### src/rtl/stopwatch_pkg.sv
// Shared types and constants for the BCD stopwatch.
// Digit limits and the controller state encoding live here.
package stopwatch_pkg;

    localparam int BCD_W = 4;
    localparam int LIM_9 = 9;
    localparam int LIM_5 = 5;

    typedef enum logic [1:0] {
        IDLE  = 2'd0,
        RUN   = 2'd1,
        PAUSE = 2'd2,
        DONE  = 2'd3
    } state_t;

endpackage

### src/rtl/stopwatch_bcd_digit.sv
// One BCD counter digit with synchronous clear and carry out.
// Carry is combinational so a whole chain resolves in one cycle.
module bcd_digit
    import stopwatch_pkg::*;
#(
    parameter int LIMIT = 9
) (
    input  logic             clk,
    input  logic             rst_n,
    input  logic             clr,
    input  logic             inc,
    output logic [BCD_W-1:0] q,
    output logic             carry
);

    localparam logic [BCD_W-1:0] LIM = BCD_W'(LIMIT);

    assign carry = inc & (q == LIM);

    // clear dominates; otherwise count up and roll over at LIMIT
    always_ff @(posedge clk or negedge rst_n) begin
        if (!rst_n) begin
            q <= '0;
        end else if (clr) begin
            q <= '0;
        end else if (inc) begin
            q <= (q == LIM) ? '0 : q + 1'b1;
        end
    end

endmodule

### src/rtl/stopwatch_bcd.sv
// M:SS.t stopwatch: control FSM, tick gating and terminal handling.
// Digits are four chained bcd_digit instances.
module stopwatch_bcd
    import stopwatch_pkg::*;
#(
    parameter int MAX_MIN   = 9,
    parameter int AUTO_WRAP = 1
) (
    input  logic             clk,
    input  logic             rst_n,
    input  logic             tick,
    input  logic             start,
    input  logic             stop,
    input  logic             clear,
    output logic             pres_en,
    output logic [BCD_W-1:0] d0,
    output logic [BCD_W-1:0] d1,
    output logic [BCD_W-1:0] d2,
    output logic [BCD_W-1:0] d3,
    output logic             running,
    output logic             done
);

    localparam logic [BCD_W-1:0] L9  = BCD_W'(LIM_9);
    localparam logic [BCD_W-1:0] L5  = BCD_W'(LIM_5);
    localparam logic [BCD_W-1:0] LMX = BCD_W'(MAX_MIN);
    localparam bit               WRAP = (AUTO_WRAP != 0);

    state_t state;
    logic   terminal;
    logic   adv;
    logic   inc0;
    logic   c0, c1, c2, c3;
    logic   hit_end;

    assign terminal = (d3 == LMX) && (d2 == L5) &&
                      (d1 == L9) && (d0 == L9);

    // a tick only counts in RUN and loses to stop/clear
    assign adv  = (state == RUN) & tick & ~stop & ~clear;

    // in hold mode the counter freezes at the terminal value
    assign inc0 = adv & ~(!WRAP && terminal);

    // terminal tick: carry out of the top digit when wrapping,
    // otherwise the suppressed tick at the terminal value
    assign hit_end = WRAP ? c3 : (adv & terminal);

    bcd_digit #(.LIMIT(LIM_9)) u_d0 (
        .clk   (clk),
        .rst_n (rst_n),
        .clr   (clear),
        .inc   (inc0),
        .q     (d0),
        .carry (c0)
    );

    bcd_digit #(.LIMIT(LIM_9)) u_d1 (
        .clk   (clk),
        .rst_n (rst_n),
        .clr   (clear),
        .inc   (c0),
        .q     (d1),
        .carry (c1)
    );

    bcd_digit #(.LIMIT(LIM_5)) u_d2 (
        .clk   (clk),
        .rst_n (rst_n),
        .clr   (clear),
        .inc   (c1),
        .q     (d2),
        .carry (c2)
    );

    bcd_digit #(.LIMIT(MAX_MIN)) u_d3 (
        .clk   (clk),
        .rst_n (rst_n),
        .clr   (clear),
        .inc   (c2),
        .q     (d3),
        .carry (c3)
    );

    // control FSM with registered status outputs; clear > stop > start
    always_ff @(posedge clk or negedge rst_n) begin
        if (!rst_n) begin
            state   <= IDLE;
            running <= 1'b0;
            pres_en <= 1'b0;
            done    <= 1'b0;
        end else if (clear) begin
            state   <= IDLE;
            running <= 1'b0;
            pres_en <= 1'b0;
            done    <= 1'b0;
        end else begin
            unique case (state)
                IDLE, PAUSE: begin
                    if (start) begin
                        state   <= RUN;
                        running <= 1'b1;
                        pres_en <= 1'b1;
                    end
                end
                RUN: begin
                    if (stop) begin
                        state   <= PAUSE;
                        running <= 1'b0;
                        pres_en <= 1'b0;
                    end else if (hit_end && !WRAP) begin
                        state   <= DONE;
                        running <= 1'b0;
                        pres_en <= 1'b0;
                        done    <= 1'b1;
                    end
                end
                DONE: begin
                    state <= DONE;
                end
                default: begin
                    state   <= IDLE;
                    running <= 1'b0;
                    pres_en <= 1'b0;
                    done    <= 1'b0;
                end
            endcase
        end
    end

endmodule

### config.mk
export PLATFORM = sky130hd
export DESIGN_NAME = stopwatch_bcd
export DESIGN_NICKNAME = d
export VERILOG_FILES = /design/src/rtl/stopwatch_pkg.sv /design/src/rtl/stopwatch_bcd_digit.sv /design/src/rtl/stopwatch_bcd.sv
export SDC_FILE = /design/constraint.sdc
export NUM_CORES = 1
export LEC_CHECK = 0
export ABC_AREA = 0
export BUFFER_PORTS_ARGS = -buffer_cell sky130_fd_sc_hd__buf_2
export CORE_ASPECT_RATIO = 0.75
export CORE_MARGIN = 1.5
export CORE_UTILIZATION = 40
export DETAILED_ROUTE_END_ITERATION = 8
export SLEW_MARGIN = 20
export SYNTH_ARGS = -nofsm -noshare
export SYNTH_HDL_FRONTEND = slang
export SYNTH_HIERARCHICAL = 1
export SYNTH_SLANG_ARGS = --single-unit
### constraint.sdc
create_clock -name clk -period 3.5 [get_ports clk]
set_input_delay 0.175 -clock clk [delete_from_list [all_inputs] [get_ports clk]]
set_output_delay 0.175 -clock clk [all_outputs]
set_load 0.005 [all_outputs]
Yosys cells after proc, flatten, opt, wreduce, memory -nomap -nowiden
Cells that the tools add are included.

cells by class
  bitwise operators = 8
  reduce and logical (&&, ||, !) cells = 9
  multiplexer cells = 20
  equality and inequality tests = 9
  add/subtract/negate cells = 4

operators by type and width
  operator                                        count
  2-to-1 mux 4 bit                                12
  adder 4 x 1 -> 4 bit (second input constant)    4
  == test 4 bit (second input constant)           3
  nonzero test 2 bit                              4
  bitwise AND 1 bit                               6
  2-to-1 mux 2 bit                                3
  != test 3 bit (second input constant)           2
  one-hot mux 2 bit (3 select lines)              1
  == test 2 bit (second input constant)           2
  == test 4 x 3 -> 1 bit (second input constant)  1
  2-to-1 mux 1 bit                                3
  AND reduction 3 bit                             1
  nonzero test 3 bit                              1
  == test 2 x 1 -> 1 bit (second input constant)  1
  zero test 2 bit                                 1
  NOT 1 bit                                       2
  one-hot mux 1 bit (2 select lines)              1
  AND reduction 2 bit                             1
  OR reduction 2 bit                              1

word-level totals
  word-level logic and storage cells = 56
  output and inout bits = 19
  register bits after elaboration = 19

Logic depth before layout (Yosys ltp)
  word-level depth = 9
  mapped depth = 10

Cells and area by module
Netlist, hierarchy kept.

by module, submodules not included
  module                area each (µm²)  times used  seq. area each (µm²)  cells an instance
  bcd_digit (u_d0 ...)  241.5            3           100.1                 26
  bcd_digit (u_d2)      231.5            1           100.1                 23
  stopwatch_bcd         168.9            1           75.1                  18

Worst setup path after synthesis
Ideal clock, no wire load.

  path type = reg-to-reg
  start point = register state[1]
  end point = register u_d3.q[2]
  cell stages (with the launch flop) = 10
  data arrival time = 2.175 ns
  setup time = 0.073 ns
  path buffers = 0
  data required time = 3.427 ns
  setup slack = 1.252 ns
  cells stage by stage = dfrtp_1 and4b_1 inv_1 nor2_1 inv_1 nor2_1 and4_2 nand2_2 a211o_1 a21oi_2

on the way
  word-level cells in the longest chain between the ends = 8

RTL lines
  element                              RTL line                   source
  start, declared                      stopwatch_bcd.sv:29        state_t state;
  start signal, assigned               stopwatch_bcd.sv:88        state <= IDLE;
  start signal, assigned               stopwatch_bcd.sv:93        state <= IDLE;
  start signal, assigned               stopwatch_bcd.sv:101       state <= RUN;
  == test 2 x 1 -> 1 bit               stopwatch_bcd.sv:40        assign adv = (state == RUN) & tick & ~stop & ~clear;
  bitwise AND 1 bit (3 in a row)       stopwatch_bcd.sv:40
  net adv                              stopwatch_bcd.sv:31        logic adv;
  bitwise AND 1 bit                    stopwatch_bcd_digit.sv:18  assign carry = inc & (q == LIM);
  net c0                               stopwatch_bcd.sv:33        logic c0, c1, c2, c3;
  bitwise AND 1 bit                    stopwatch_bcd_digit.sv:18
  net c1                               stopwatch_bcd.sv:33
  bitwise AND 1 bit                    stopwatch_bcd_digit.sv:18
  net c2                               stopwatch_bcd.sv:33
  nonzero test 2 bit (no source line)  -
  end signal, assigned                 stopwatch_bcd_digit.sv:27  q <= (q == LIM) ? '0 : q + 1'b1;
  end, declared                        stopwatch_bcd_digit.sv:12  output logic [BCD_W-1:0] q,

The timed path passes the listed nets, and every way through them passes these cells.
A chain may end at the register's enable or synchronous reset.

Worst setup path in the final report
Same ends and word-level chain as after synthesis.

==> results.py <==
metrics = {
    "die": {
        "die_y_um": 48.9,
        "ios": 25,
        "die_w_um": 64.1,
        "dieArea_um2": 3130,
        "core_area_um2": 2640,
        "rows": 16,
        "start_util_pct": 42.4,
    },
    "worst_setup_path": {
        "crit_slowest_cell": "dfrtp_1",
        "cp_top_family": "simple AND/OR/NAND/NOR gates",
        "start_kind": "register",
        "end_kind": "register",
        "cp.depth": 9,
        "critical_path.cell_chain": "and4b_1, inv_1, nor2_1, inv_1, nor2_1, and4_2, nand2_2, a211o_1, a21oi_2",
        "required_ns": 3.69,
        "worstPathArrival_ns": 2.80,
        "crit_end": "u_d3/q[2]",
        "r2r_end": "u_d3/q[2]",
        "crit_buf_inv": 2,
        "regToRegStartpoint": "state[1]",
        "crit_path_start": "state[1]",
        "critPathKind": "register to register",
        "slowest_delay_ns": 0.40,
        "cp_max_fo": 8,
        "reg2reg_depth": 9,
        "rrSetupSlack_ns": 0.89,
    },
    "timing": {
        "fin_setup_tns_ns": 0,
        "finalMaxSlewViolations": 0,
        "rsz0062_at_grt": "false",
        "hold_violations": 0,
        "finalClockSkew_ns": 0.00227,
        "period_share_pct": 74.7,
        "fin_crit_ns": 2.61,
        "setup-violations-final": 0,
        "fmax_ghz": 0.383,
    },
    "clocking": {
        "clock-sinks": 19,
        "clk_latency_ns": 0.26,
        "cts-root-buf": "clkbuf_8",
        "htree_levels": 1,
        "cts_tree": "yes",
        "clk_path_buf_depth": 2,
        "postCtsResizedCells": 0,
        "numCtsBuffers": 3,
        "cts.reportedPaths.clkPinSlew_ns": 0.07,
        "post_cts_buffers": 0,
    },
    "layout": {
        "multi_input_area_um2": 601,
        "final_cell_count_no_fill": 180,
        "final_util_pct": 50.0,
        "ff_latch_area_um2": 475,
        "fin_nets": 159,
        "num-fill-cells": 257,
        "fin_area_um2": 1320,
        "drive_above_1_share_pct": 26.4,
        "diodes": 0,
        "areaGrowthSynthToFinish_pct": 18.0,
    },
    "power_and_ir_drop": {
        "power.leakage_nw": 0.596,
        "vdd_ir_drop_max_mv": 0.196,
        "p_per_area_nw_per_um2": 305,
    },
    "global_routing": {
        "grt_pass1_wl_mm": 3.62,
        "grt-ovfl-total": 0,
        "grt_pass1_vias": 797,
        "track_usage_pct": 14.7,
        "grt_max_degree": 24,
        "antenna_found_initial": 0,
    },
    "synth": {
        "syn_nets": 132,
        "yosys_warnings": 6,
        "synth_cells": 118,
        "avgSynthCellArea_um2": 9.50,
        "syn_area_um2": 1120,
    },
    "route": {
        "wl_mm": 2.13,
        "num_vias": 926,
        "wire_per_inst_um": 11.8,
        "drc": 0,
        "drt_iter0_drc": 38,
        "via_per_inst": 5.14,
        "antenna_left": 0,
        "firstDrtPassIters": 4,
    },
    "placement": {
        "dpl-instance-area_um2": 1270,
        "io_buffer_count": 23,
        "dp_cells": 175,
        "dp_hpwl_mm": 1.49,
        "place.gp.congestion": 0.807,
    },
    "hold_path": {
        "hold_depth": 3,
        "holdCritPathClass": "input pin to register",
    },
    "outcome": {
        "status": "finished, final reports clean",
    },
    "job": {
        "maxCapViolCount": 0,
    },
}
-- timing repair --
action                                  CTS  global route
hold buffers                              1             0
endpoints found under the setup margin    0             0
endpoints found under the hold margin    19             0
-- sequential cells by signal, summed over array words and instances (netlist names) --
signal   count
u_d1/q       4
u_d0/q       4
u_d3/q       4
state        2
running      1
u_d2/q       4
-- layer usage --
layer | vias up | GRT usage (%) | routed length [um]
li1 | 471 | - | -
met5 | - | 0 | 0
met2 | 20 | 22.0 | 858
met3 | 5 | 4.85 | 114
met1 | 430 | 20.7 | 1140
met4 | 0 | 3.19 | 19
-- layout by cell type, fill, tap and decap left out --
cell type / count
a211o_1: 3
a211oi_1: 1
a21boi_0: 3
a21o_1: 1
a21oi_1: 11
a21oi_2: 4
a311oi_1: 1
and4_2: 1
and4b_1: 1
and4b_2: 3
buf_2: 23
clkbuf_8: 3
clkinv_2: 1
conb_1: 1
dfrtp_1: 19
dlygate4sd3_1: 1
ha_1: 8
inv_1: 8
nand2_1: 13
nand2_2: 3
nand2b_1: 3
nand3_1: 1
nand3b_1: 12
nand4_1: 1
nor2_1: 6
nor2b_1: 2
o21ai_0: 6
o21ai_1: 1
o31ai_1: 1
o32ai_1: 1
or3_1: 1
-- where the power goes --
| part | switching, W | internal [W] | leakage (nW) |
|---|---|---|---|
| combinational | 0.0000142 | 0.00000894 | 0.308 |
| clock | 0.0000751 | 0.0000792 | 0.0255 |
| sequential | 0.00000336 | 0.000223 | 0.263 |
-- worst register-to-register path: stages (launching register included) --
cell and delay [ns]:
dfrtp_1 0.40, and4b_1 0.37, inv_1 0.10, nor2_1 0.35, inv_1 0.13, nor2_1 0.37
and4_2 0.37, nand2_2 0.07, a211o_1 0.28, a21oi_2 0.11
-- metrics by stage --
| stage | hold WS [ns] | power, W | setup slack (ns) |
|---|---|---|---|
| final | 0.182 | 0.000403 | 0.887 |
| after global routing | 0.183 | 0.000425 | 0.678 |
| after CTS | 0.180 | 0.000412 | 0.904 |
| after detailed placement | 0.148 | 0.000253 | 0.811 |
| after global placement | 0.146 | 0.000253 | 0.907 |
| after floorplan | -0.121 | 0.000240 | 1.25 |
-- worst min-delay path by stage --
stage          startpoint         to  slack, ns
5_1_grt              stop   state[1]       0.18
3_3_place_gp        rst_n  u_d0/q[2]       0.15
2_1_floorplan       rst_n    running      -0.12
3_5_place_dp        rst_n  u_d0/q[2]       0.15
4_1_cts              stop   state[1]       0.18
6_report             stop   state[1]       0.18
-- layout make-up --
cell class                 instances  area share [%]
clock buffer                       3            3.12
clock inverter                     1           0.378
inverter                           8            2.27
multi-input combinational         89            45.4
sequential                        19            36.0
tap                               36            3.41
timing repair buffer              24            9.46
Note: power is estimated with default switching activity, not from simulation.
